### src/rtl/wb_regfile.sv
// rtl/wb_regfile.sv - MEM/WB write-back register file with GPRs and HI/LO.
// Optional same-cycle write-to-read bypass: define WB_REGFILE_BYPASS_EN.
module wb_regfile #(
  parameter int DATA_W = 32,
  parameter int ADDR_W = 5,
  parameter int NREGS  = 32
) (
  input  logic              clk,
  input  logic              rst,
  input  logic [ADDR_W-1:0] wb_wd,
  input  logic              wb_wreg,
  input  logic [DATA_W-1:0] wb_wdata,
  input  logic [DATA_W-1:0] wb_hi,
  input  logic [DATA_W-1:0] wb_lo,
  input  logic              wb_whilo,
  input  logic              re1,
  input  logic [ADDR_W-1:0] raddr1,
  output logic [DATA_W-1:0] rdata1,
  input  logic              re2,
  input  logic [ADDR_W-1:0] raddr2,
  output logic [DATA_W-1:0] rdata2,
  output logic [DATA_W-1:0] hi_o,
  output logic [DATA_W-1:0] lo_o
);

`ifdef WB_REGFILE_BYPASS_EN
  localparam logic BYPASS = 1'b1;
`else
  localparam logic BYPASS = 1'b0;
`endif

  logic [DATA_W-1:0] gpr [NREGS];
  logic [DATA_W-1:0] hi_q;
  logic [DATA_W-1:0] lo_q;

  // Entry 0 is only ever cleared; reads of address 0 are forced to 0 anyway.
  always_ff @(posedge clk) begin
    if (rst) begin
      for (int i = 0; i < NREGS; i++) begin
        gpr[i] <= '0;
      end
      hi_q <= '0;
      lo_q <= '0;
    end else begin
      if (wb_wreg && (wb_wd != '0)) begin
        gpr[wb_wd] <= wb_wdata;
      end
      if (wb_whilo) begin
        hi_q <= wb_hi;
        lo_q <= wb_lo;
      end
    end
  end

  function automatic logic [DATA_W-1:0] read_port(
    input logic              re,
    input logic [ADDR_W-1:0] addr,
    input logic [DATA_W-1:0] stored
  );
    logic [DATA_W-1:0] val;
    if (rst || !re || (addr == '0)) begin
      val = '0;
    end else if (BYPASS && wb_wreg && (addr == wb_wd)) begin
      val = wb_wdata;
    end else begin
      val = stored;
    end
    return val;
  endfunction

  always_comb begin
    rdata1 = read_port(re1, raddr1, gpr[raddr1]);
    rdata2 = read_port(re2, raddr2, gpr[raddr2]);
  end

  always_comb begin
    hi_o = hi_q;
    lo_o = lo_q;
    if (rst) begin
      hi_o = '0;
      lo_o = '0;
    end else if (BYPASS && wb_whilo) begin
      hi_o = wb_hi;
      lo_o = wb_lo;
    end
  end

endmodule

### config.mk
export PLATFORM = sky130hd
export DESIGN_NAME = wb_regfile
export DESIGN_NICKNAME = d
export VERILOG_FILES = /design/src/rtl/wb_regfile.sv
export SDC_FILE = /design/constraint.sdc
export NUM_CORES = 2
export LEC_CHECK = 0
export CAP_MARGIN = 20
export CORE_MARGIN = 2
export CORE_UTILIZATION = 53
export CTS_CLUSTER_DIAMETER = 150
export DETAILED_ROUTE_END_ITERATION = 16
export PLACE_DENSITY = 0.74
export SLEW_MARGIN = 25
export SYNTH_ARGS = -nofsm -noshare
export SYNTH_HDL_FRONTEND = slang
export SYNTH_SLANG_ARGS = --single-unit
export TNS_END_PERCENT = 20
### constraint.sdc
create_clock -name clk -period 2.37 [get_ports clk]
set_input_delay 0.474 -clock clk [delete_from_list [all_inputs] [get_ports clk]]
set_output_delay 0.474 -clock clk [all_outputs]
set_load 0.05 [all_outputs]
After elaboration in Yosys (flattened, before gate mapping)

Memory sizes are Yosys's and may differ from the RTL's.
Cells that the tools add are included.

Mux-type cells: 12
Reduce and logical (&&, ||, !) cells: 11

Operator list:

| cell                | number |
|---|---|
| 2-to-1 mux 32 bit   | 5 |
| OR reduction 32 bit | 1 |
| logical NOT 5 bit   | 2 |
| 2-to-1 mux 1 bit    | 6 |
| 2-to-1 mux 5 bit    | 1 |
| nonzero test 5 bit  | 1 |
| logical OR 1 bit    | 4 |
| logical NOT 1 bit   | 2 |
| logical AND 1 bit   | 1 |

Flip-flop bits (word level): 64
Bits in writable memories: 1024
Input port bits: 117
Output and inout bits: 128
Logic and storage cells: 26
Memories kept: 1

Memories:

| name | depth | bits a word | read ports | clocked after memory_dff | write ports | RTL line | text |
|---|---|---|---|---|---|---|---|
| gpr  | 32    | 32          | 2          | 0                        | 32          | 32       | `logic [DATA_W-1:0] gpr [NREGS];` |

Longest topological paths before layout

Depth after elaboration: 7
Gate-level depth with buffers: 9
Gate-level depth less buffers: 4

Worst setup path before layout

OpenSTA, ideal clock, no wires.

Path type: input to output
Start point: input port raddr1[0]
End point: output port rdata1[30]
Data arrival time: 3875 ps
Required time: 1896 ps
Setup slack: -1979 ps
Stages: 8
Path buffers: 5
Cell sequence: buf_6 buf_6 buf_6 buf_6 buf_4 nand3b_1 a41oi_1 a2111oi_0

Cells in the longest elaborated chain, start to end: 3
Elaborated cells on any way between the ends: 4
Classes of those cells: 1 x mux; 2 x reduce/logical; 1 x memory

Ends and longest elaborated chain:

| what                                                                         | RTL line | text |
|---|---|---|
| start, declared                                                              | 17       | `input logic [ADDR_W-1:0] raddr1,` |
| parallel branches: the longest is 2 deep, another holds memory (32 x 32 bit) | n/a      |  |
| 2-to-1 mux 32 bit *                                                          | 61       | `if (rst \|\| !re \|\| (addr == '0)) begin` |
| end, declared                                                                | 18       | `output logic [DATA_W-1:0] rdata1,` |

Mark *: on every way between the ends.

==> summary.md <==
| Metric | Value |
|---|---|
| Drt pass-1 iters | `8` |
| Die W | `333.5 µm` |
| Vias per inst | `about 6.7` |
| Post-Route WL | `210,300 µm` |
| Commonest cells in the netlist | `edfxtp_1, and2_1, mux4_2, mux2i_1, clkbuf_1` |
| Clock network power share | `a little under two fifths` |
| Cell Int Power | `35.97 mW` |
| Fmax | `0.3157 GHz` |
| DP Worst Slack | `-902.2 ps` |
| Clk Tree Root Cell | `clkbuf_16` |
| CP Class | `reg -> out` |
| Cells after Synth | `4,010` |
| Number of global-route vias before repair | `between 40k and 50k` |
| Placer Congestion | `0.9651` |
| Req. time, crit path | `between 1500 and 2000 ps` |
| Largest net degree at the start of global routing | `180` |
| Synth async-reset ratio | `0%` |
| Fin crit period | `3168 ps` |
| Core Footprint | `around 110,000 µm²` |
| Die area | `111,200 µm²` |
| Worst setup SP type | `flip-flop` |
| Initial antenna violation count | `10` |
| Net Sw Frac | `26.27%` |
| IO Port Bufs | `~240` |
| Routed Antenna Nets | `0` |
| Post-route design area | `72,950 µm²` |
| Placed instance count | `5,865` |
| Layout Skew | `0 ps` |
| Final Slew Violations | `0` |
| Worst VDD drop | `roughly 0.00061 V` |
| Top-Level Pins | `245` |
| Drt wl/cell | `34.47 µm` |
| Fill cell count | `7,101` |
| Synth top area cells | `edfxtp_1, mux4_2, and2_1, mux2i_1, dfxtp_1` |
| Worst Tran Pin Value | `1057 ps` |
| Reg power frac | `46.4%` |
| RSZ-0062 raised after global routing | `yes` |
| Max-Cap Viols | `0` |
| Placement row count | `120` |
| Endpoints failing hold | `0` |
| Yosys warning count | `0` |
| #FFs+latches synth | `about 1.1k` |
| Dpl cell area | `67,720 µm²` |
| Clock Sink Count | `roughly 1.1k` |
| Layout area overhead | `26.77%` |
| Post-synthesis sequential area ratio | `between 50 and 60%` |
| Final setup margin | `-797.6 ps` |
| Synth area leader | `edfxtp_1` |
| Crit end category | `primary output` |
| Total grt overflow | `0` |
| Max FO, Critical Path | `2` |
| Outcome | `finished, violations left` |
| Main flop type after synthesis | `edfxtp_1` |
| Gr usage total | `37.69%` |
| First-pass GRT wire length | `295,800 µm` |
| Latest clock arrival within the worst-skew pair | `700 ps` |
| Proportion of layout cells with a drive suffix above 1 | `34.75%` |
| Fin Setup TNS | `-36,880 ps` |
| Final Power | `around 50 mW` |
| Logic pwr share | `16.4%` |
| Total CTS buffers | `115` |
| Failing checks | `setup timing` |
| Clock Tree Buf Depth | `3` |
| Final cell count without fillers | `6,102` |
| Vias | `a little over 40k` |
| # setup viols final | `66` |
| Top-count cell post-synth | `edfxtp_1` |
| Leak Pwr | `about 27 nW` |
| Hold crit path type | `in -> reg` |
| Drt drc | `0` |
| CTS clk-pin slew, worst paths | `60 ps` |
| Crit path DAT | `2690 ps` |
| Starting Density | `53.60%` |
| CTS Hold Buffers Added | `0` |
| Switching power total | `12.81 mW` |
| Number of synthesized flops with an enable pin | `1,024` |
| DP HPWL | `roughly 140,000 µm` |
| Syn_area_per_cell | `14.35 µm²` |
| Normalized max-slew margin | `29.53%` |
| Synth Cell Area | `57,540 µm²` |
| Final period utilization | `133.7%` |
| Initial DRC Count | `6,841` |
| Number of distinct library cells after synthesis | `just under 50` |
| Area share of the largest cell type after synthesis | `53.44%` |
| Pwr dens | `about 670 nW/µm²` |
| Chip height | `333.5 µm` |
| CTS tree | `done` |
| Layout Nets | `4,715` |
| H-tree depth | `3` |
-- cell type report --
class | count | area [µm²] | share of cell area (%)
Antenna cell | 6 | 15.01 | 0.02058
Clock buffer | 135 | 2995 | 4.106
Clock inverter | 77 | 718.2 | 0.9845
Inverter | 2 | 8.758 | 0.01201
Multi-Input combinational cell | 2529 | 25880 | 35.47
Sequential cell | 1088 | 32030 | 43.91
Tap cell | 1403 | 1755 | 2.406
Timing Repair Buffer | 862 | 9545 | 13.09
-- worst max-delay path: stages, from the launching register on --
cell,delay [ps]
edfxtp_1,400
mux4_2,510
a22o_4,260
a2111oi_4,440
nor3_4,180
buf_12,190
-- timing repair --
item / in CTS / in global routing
cloned: 5 / 1
setup buffers: 18 / 1
endpoints found under the setup margin: 64 / 67
resized for setup: 180 / 47
pin swaps: 126 / 15
-- flip-flops by register name, summed over array words and instances, names as in the netlist --
name / count
gpr: 1024
hi_q: 32
lo_q: 32
-- worst paths after layout --
kind,start,to,slack [ps],cells after the start
worst max-delay path,gpr[13][25],rdata1[25],-800,5
worst min-delay path,wb_whilo,lo_q[9],250,3
worst max register to register,lo_q[31],lo_q[31],1670,2
worst min register to register,lo_q[8],lo_q[8],490,2
-- metal layers --
| layer | vias up | track usage (%) | wire, µm |
|---|---|---|---|
| li1 | 16402 | - | - |
| met1 | 20392 | 48.78 | 71420 |
| met2 | 3535 | 57.22 | 93730 |
| met3 | 743 | 12.42 | 33010 |
| met4 | 8 | 18.86 | 12050 |
| met5 | - | 0 | 89 |
-- layout by cell type, fill, tap and decap left out, drive strengths merged, types with 34 or more instances in the layout --
cell type / n
and2: 997
nand2: 75
mux2: 53
clkbuf: 136
dfxtp: 64
a211oi: 45
mux2i: 362
a22o: 48
nor2b: 94
buf: 753
clkdlybuf4s50: 103
edfxtp: 1024
a31oi: 34
clkinv: 54
mux4: 376
nor2: 104
a22oi: 65
-- power groups by stage --
stage	logic [mW]	clock network [mW]	registers, mW
after CTS	7.73	18.1	22.6
after global placement	7.28	0	22.9
after floorplan	4.20	0	22.8
final	8.01	18.1	22.6
after detailed placement	7.36	0	23.0
after global routing	8.16	18.9	22.7
-- through the flow --
stage / hold slack [ps] / util (%)
after detailed placement: 473.4 / 63.08
final: 254.6 / 67.95
after global routing: 261.8 / 67.94
after CTS: 228.2 / 67.68
after global placement: 465.1 / 63.07
after floorplan: 452.0 / -
-- cell families after synthesis --
kind of cell / share of synthesized area (%)
mux: 22.05
simple gates: 14.08
other cells: 0.006517
flops: 55.67
compound gates: 4.608
buf+inv: 3.588
Power figures use the tool's default switching activity.
